<file path="src/rtl/mavg_pkg.sv">
`default_nettype none
// ============================================================================
//  Module      : mavg_pkg
//  Description : Shared sizing helpers and parameter range checks for the
//                moving-average filter.
//  Revision    : 1.0 - initial release
// ============================================================================
package mavg_pkg;

    // Accumulator width: one extra bit per doubling of the window.
    function automatic int acc_w(input int data_w, input int log2_n);
        return data_w + log2_n;
    endfunction

    // Constant added before the divide: half an LSB of the quotient, or zero.
    function automatic int round_const(input int log2_n, input int round);
        return (round != 0) ? (1 << (log2_n - 1)) : 0;
    endfunction

    // Window length must stay in 2..64 samples.
    function automatic bit log2_n_ok(input int log2_n);
        return (log2_n >= 1) && (log2_n <= 6);
    endfunction

    // Sample width must stay in 8..32 bits.
    function automatic bit data_w_ok(input int data_w);
        return (data_w >= 8) && (data_w <= 32);
    endfunction

endpackage
`default_nettype wire

</file>
<file path="src/rtl/mavg_delay_line.sv">
`default_nettype none
// ============================================================================
//  Module      : mavg_delay_line
//  Description : Circular buffer of 2^LOG2_N samples. Presents the oldest
//                sample (the one about to be overwritten) combinationally.
//  Revision    : 1.0 - initial release
// ============================================================================
module mavg_delay_line
    import mavg_pkg::*;
#(
    parameter int DATA_W = 32,
    parameter int LOG2_N = 5
) (
    input  logic              i_clock,
    input  logic              i_RESET,
    input  logic              i_we,
    input  logic              i_clear,
    input  logic [DATA_W-1:0] i_data,
    output logic [DATA_W-1:0] o_oldest
);

    localparam int              c_n       = 1 << LOG2_N;
    localparam logic [LOG2_N-1:0] c_ptr_one = LOG2_N'(1);

    logic [DATA_W-1:0] r_buf_q [c_n];
    logic [DATA_W-1:0] w_buf_d [c_n];
    logic [LOG2_N-1:0] r_wptr_q;
    logic [LOG2_N-1:0] w_wptr_d;

    // Read uses pre-edge contents, so the slot is read and rewritten in one cycle.
    assign o_oldest = r_buf_q[r_wptr_q];

    // Next buffer contents and pointer: flush to zero, or write and advance.
    always_comb begin
        w_buf_d  = r_buf_q;
        w_wptr_d = r_wptr_q;
        if (i_clear) begin
            w_buf_d  = '{default: '0};
            w_wptr_d = '0;
        end else if (i_we) begin
            w_buf_d[r_wptr_q] = i_data;
            w_wptr_d          = r_wptr_q + c_ptr_one;
        end
    end

    // Buffer and pointer registers with synchronous active-low reset.
    always_ff @(posedge i_clock) begin
        if (!i_RESET) begin
            r_buf_q  <= '{default: '0};
            r_wptr_q <= '0;
        end else begin
            r_buf_q  <= w_buf_d;
            r_wptr_q <= w_wptr_d;
        end
    end

endmodule
`default_nettype wire

</file>
<file path="src/rtl/moving_average_filter.sv">
`default_nettype none
// ============================================================================
//  Module      : moving_average_filter
//  Description : Boxcar low-pass filter over 2^LOG2_N signed samples using a
//                running-sum accumulator, optional round-half-up divide,
//                synchronous flush and a settled flag.
//  Revision    : 1.0 - initial release
// ============================================================================
module moving_average_filter
    import mavg_pkg::*;
#(
    parameter int DATA_W = 32,
    parameter int LOG2_N = 5,
    parameter int ROUND  = 1
) (
    input  logic              i_clock,
    input  logic              i_RESET,
    input  logic              i_valid,
    input  logic [DATA_W-1:0] i_data,
    input  logic              i_clear,
    output logic [DATA_W-1:0] o_mean,
    output logic              o_valid,
    output logic              o_settled
);

    localparam int                   ACC_W     = acc_w(DATA_W, LOG2_N);
    localparam logic signed [ACC_W-1:0] c_round = ACC_W'(round_const(LOG2_N, ROUND));
    localparam logic [LOG2_N:0]      c_cnt_one = (LOG2_N + 1)'(1);
    localparam logic [LOG2_N:0]      c_n       = c_cnt_one << LOG2_N;

    if (!log2_n_ok(LOG2_N)) begin : g_bad_log2_n
        $error("moving_average_filter: LOG2_N out of range 1..6");
    end
    if (!data_w_ok(DATA_W)) begin : g_bad_data_w
        $error("moving_average_filter: DATA_W out of range 8..32");
    end

    logic signed [ACC_W-1:0] r_acc_q,  w_acc_d;
    logic [LOG2_N:0]         r_cnt_q,  w_cnt_d;
    logic [DATA_W-1:0]       r_mean_q, w_mean_d;
    logic                    r_valid_q, w_valid_d;
    logic                    r_settled_q, w_settled_d;

    logic [DATA_W-1:0]       w_oldest;
    logic signed [ACC_W-1:0] w_in_ext;
    logic signed [ACC_W-1:0] w_old_ext;
    logic signed [ACC_W-1:0] w_acc_n;
    logic signed [ACC_W-1:0] w_rounded;
    logic [DATA_W-1:0]       w_mean_n;
    logic                    w_accept;

    // Clear wins over a simultaneous sample.
    assign w_accept = i_valid && !i_clear;

    mavg_delay_line #(
        .DATA_W (DATA_W),
        .LOG2_N (LOG2_N)
    ) u_delay_line (
        .i_clock  (i_clock),
        .i_RESET  (i_RESET),
        .i_we     (w_accept),
        .i_clear  (i_clear),
        .i_data   (i_data),
        .o_oldest (w_oldest)
    );

    // The accumulator is wide enough that even rounded full-scale sums never wrap.
    assign w_in_ext  = {{LOG2_N{i_data[DATA_W-1]}}, i_data};
    assign w_old_ext = {{LOG2_N{w_oldest[DATA_W-1]}}, w_oldest};
    assign w_acc_n   = r_acc_q + w_in_ext - w_old_ext;
    assign w_rounded = w_acc_n + c_round;
    assign w_mean_n  = DATA_W'(w_rounded >>> LOG2_N);

    // Next-state for accumulator, fill counter and output registers.
    always_comb begin
        w_acc_d     = r_acc_q;
        w_cnt_d     = r_cnt_q;
        w_mean_d    = r_mean_q;
        w_valid_d   = 1'b0;
        w_settled_d = r_settled_q;
        if (i_clear) begin
            w_acc_d     = '0;
            w_cnt_d     = '0;
            w_mean_d    = '0;
            w_settled_d = 1'b0;
        end else if (i_valid) begin
            w_acc_d     = w_acc_n;
            w_cnt_d     = (r_cnt_q == c_n) ? c_n : (r_cnt_q + c_cnt_one);
            w_mean_d    = w_mean_n;
            w_valid_d   = 1'b1;
            w_settled_d = (w_cnt_d == c_n);
        end
    end

    // State registers with synchronous active-low reset.
    always_ff @(posedge i_clock) begin
        if (!i_RESET) begin
            r_acc_q     <= '0;
            r_cnt_q     <= '0;
            r_mean_q    <= '0;
            r_valid_q   <= 1'b0;
            r_settled_q <= 1'b0;
        end else begin
            r_acc_q     <= w_acc_d;
            r_cnt_q     <= w_cnt_d;
            r_mean_q    <= w_mean_d;
            r_valid_q   <= w_valid_d;
            r_settled_q <= w_settled_d;
        end
    end

    assign o_mean    = r_mean_q;
    assign o_valid   = r_valid_q;
    assign o_settled = r_settled_q;

endmodule
`default_nettype wire
</file>
<file path="config.mk">
export PLATFORM = sky130hd
export DESIGN_NAME = moving_average_filter
export DESIGN_NICKNAME = d
export VERILOG_FILES = /design/src/rtl/mavg_pkg.sv /design/src/rtl/mavg_delay_line.sv /design/src/rtl/moving_average_filter.sv
export SDC_FILE = /design/constraint.sdc
export NUM_CORES = 2
export LEC_CHECK = 0
export CAP_MARGIN = 40
export CORE_ASPECT_RATIO = 0.7
export CORE_MARGIN = 2
export CORE_UTILIZATION = 55
export DETAILED_ROUTE_END_ITERATION = 8
export GPL_TIMING_DRIVEN = 1
export PLACE_DENSITY = 0.76
export SETUP_SLACK_MARGIN = 0.1
export SYNTH_ARGS = -nofsm -noshare
export SYNTH_HDL_FRONTEND = slang
export SYNTH_HIERARCHICAL = 1
export SYNTH_SLANG_ARGS = --single-unit
</file>
<file path="constraint.sdc">
create_clock -name i_clock -period 12.67 [get_ports i_clock]
set_input_delay 3.801 -clock i_clock [delete_from_list [all_inputs] [get_ports i_clock]]
set_output_delay 3.801 -clock i_clock [all_outputs]
set_load 0.02 [all_outputs]
</file>
==> results.py <==
metrics = {
    "drt": {
        "vias": 46900,
        "drtPass1Iterations": 7,
        "drt_iter0_drc": 6722,
        "wl_per_cell_um": 22.3,
        "antenna_left": 0,
        "viasPerCell": 6.16,
        "drcViolationCount": 0,
        "finalWirelength_um": 170000,
    },
    "floorplan": {
        "die_w_um": 369,
        "rows": 93,
        "core-area_sq_um": 92200,
        "dieArea_sq_um": 95700,
        "die_height_um": 259,
        "ioPinCount": 70,
        "start_util_pct": 55.6,
    },
    "timing": {
        "skew_ns": 0.0298,
        "fmax_ghz": 0.117,
        "finalSetupViolCount": 0,
        "tightestPinTransition_ns": 1.30,
        "rsz0062_at_grt": "no",
        "finalHoldViolCount": 0,
        "tns_ns": 0,
        "maxSlewViolCount": 0,
        "relSlewSlack_pct": 13.3,
        "fin_crit_ns": 8.57,
        "period_share_pct": 67.7,
    },
    "final_layout": {
        "diodes": 0,
        "fin_util_pct": 60.6,
        "nFillCells": 8050,
        "nets": 6414,
        "area_delta_synth_final_pct": 8.98,
        "drive_gt1_share_pct": 6.38,
    },
    "clocking": {
        "cts_num_sinks": 1106,
        "ctsResizeCount": 0,
        "cts_tree": "built",
        "htreeDepth": 3,
        "worstSkewPairLatency_ns": 0.72,
        "path_clk_slew_ns": 0.07,
        "cts_buffer_depth": 3,
        "post_cts_buffers": 0,
        "hold_buffers": 0,
        "cts-buffers-inserted": 101,
        "cts-root-buf": "clkbuf_16",
    },
    "critical_path": {
        "cp_top_family": "simple AND/OR/NAND/NOR gates",
        "slowest_stage": "or4_4",
        "worstSetupPathType": "input pin to flop",
        "crit_chain": "clkdlybuf4s50_1, buf_4, inv_1, fa_1, inv_1, ha_1, o211ai_1, o21ai_4, xor2_1, ha_1, and4b_1, nand3_1, nor4_2, nand4_2, or4_4, or4b_1, nand3_1",
        "endpoint_kind": "flop",
        "path_depth": 17,
        "cp-start-kind": "input pin",
        "crit_required_ns": 13.32,
        "cp_max_fo": 33,
        "path_buf_inv": 4,
        "cp.arrival_ns": 9.22,
        "reg2reg_depth": 19,
        "cpPeakStageDelay_ns": 0.60,
    },
    "yosys": {
        "ys_ff_latch": 1106,
        "syn_nets": 6690,
        "synth.avg_cell_area_sq_um": 7.80,
        "synthTopCellsByCount": "nand2_1, dfxtp_1, a21oi_1, mux2i_1, clkbuf_1",
        "netlist_area_sq_um": 51300,
        "synth-main-ff-cell": "dfxtp_1",
        "netlist-cell-type-count": 97,
        "synthArstFlopShare_pct": 0,
        "synth_top_area_share_pct": 43.2,
        "synth_top_area_cell": "dfxtp_1",
        "syn_inst": 6573,
        "yosysWarnings": 6,
        "synth.most_common_cell": "nand2_1",
        "synth_area_leaders": "dfxtp_1, nand2_1, mux2i_1",
        "synth-edff-count": 0,
        "yosysSeqAreaShare_pct": 43.2,
    },
    "grt": {
        "first_global_vias": 43500,
        "grt_pass1_wl_um": 256000,
        "grt_max_degree": 257,
        "antenna_found_initial": 0,
        "overflow": 0,
        "gr-usage-all-layers_pct": 34.1,
    },
    "min_path": {
        "hold_depth": 2,
        "hold_path_class": "flop to flop",
    },
    "power_and_ir_drop": {
        "power_density_nw_per_um2": 138,
        "ir_drop_uv": 115,
        "finalPower_uw": 7680,
        "leakage_uw": 0.0167,
    },
    "placement": {
        "numPortBuffers": 69,
        "dp_hpwl_um": 97900,
        "gp_congestion": 0.952,
    },
    "outcome": {
        "status": "complete, no violations",
    },
    "job": {
        "drv_cap": 0,
    },
}
-- metrics by stage --
stage	cells	hold slack (ns)	setup slack, ns	instance area, sq um
2_1_floorplan	6573	0.436	5.01	51300
3_3_place_gp	7402	0.440	3.57	51900
3_5_place_dp	7429	0.446	3.56	52400
4_1_cts	7613	0.454	4.24	55900
5_1_grt	7613	0.465	3.89	55900
6_report	7613	0.452	4.10	55900
-- tightest hold or removal path, cell delays in order, from the launching register on --
cell     delay, ns
dfxtp_1       0.31
nand2_1       0.05
a21oi_1       0.05
-- per-layer routing --
layer | routed length, um | share of wire (%) | vias up | GRT usage (%)
met3 | 21100 | 12 | 494 | 7.97
met5 | 0 | 0 | - | 0
met4 | 7440 | 4.4 | 0 | 14.7
li1 | - | - | 21500 | -
met2 | 72800 | 43 | 2821 | 51.2
met1 | 68500 | 40 | 22100 | 47.0
-- layout by cell type, fill, tap and decap left out, types with 36 or more instances in the layout --
master and count:
nand2_1 2155, dfxtp_1 1105, a21oi_1 1077, mux2i_1 549, o22ai_1 259, inv_1 150, buf_4 119, nor2_1 108
clkbuf_16 103, nor4_1 72, clkdlybuf4s50_1 68, ha_1 45, fa_1 36
-- cell families after synthesis --
kind of cell             count (synthesis)  synth area share (%)
AND/OR/NAND/NOR                       2542                  20.2
flip-flops                            1106                  43.2
multiplexers                           550                  10.7
XOR/XNOR                                51                 0.915
adder cells (fa/ha/maj)                 81                  2.50
AO/OA/AOI/OAI                         1497                  16.2
buffers and inverters                  746                  6.27
-- final cells by class --
| cell class | instances | area [sq um] | area share [%] |
|---|---|---|---|
| timing repair buffer | 216 | 2150 | 3.84 |
| tap | 1235 | 1550 | 2.77 |
| inverter | 151 | 567 | 1.01 |
| clock buffer | 142 | 2970 | 5.32 |
| clock inverter | 42 | 462 | 0.826 |
| sequential | 1106 | 22100 | 39.6 |
| multi-input combinational | 4721 | 26000 | 46.6 |
-- report_power, final --
part           switching (uW)  total, uW  leakage, uW  internal (uW)
Clock                    1410       3220      0.00171           1800
Combinational             633        950      0.00606            317
Sequential               16.7       3520      0.00891           3500
Total                    2060       7680       0.0167           5620
-- registers in the layout, summed over array words and instances (netlist names) --
signal and flops:
o_valid 1, o_mean 32, o_settled 1, r_cnt_q 6, u_delay_line/r_buf_q 1024, u_delay_line/r_wptr_q 5, r_acc_q 37
-- path summary, 6_finish.rpt --
path                               endpoint  slack (ns)                       from
setup / recovery                 o_mean[31]        4.10                  i_data[4]
hold / removal    u_delay_line/r_buf_q[191]        0.45  u_delay_line/r_buf_q[191]
setup reg to reg                 o_mean[31]        4.56   u_delay_line/r_wptr_q[1]
hold reg to reg   u_delay_line/r_buf_q[191]        0.45  u_delay_line/r_buf_q[191]
Note: power is estimated with default switching activity, not from simulation.
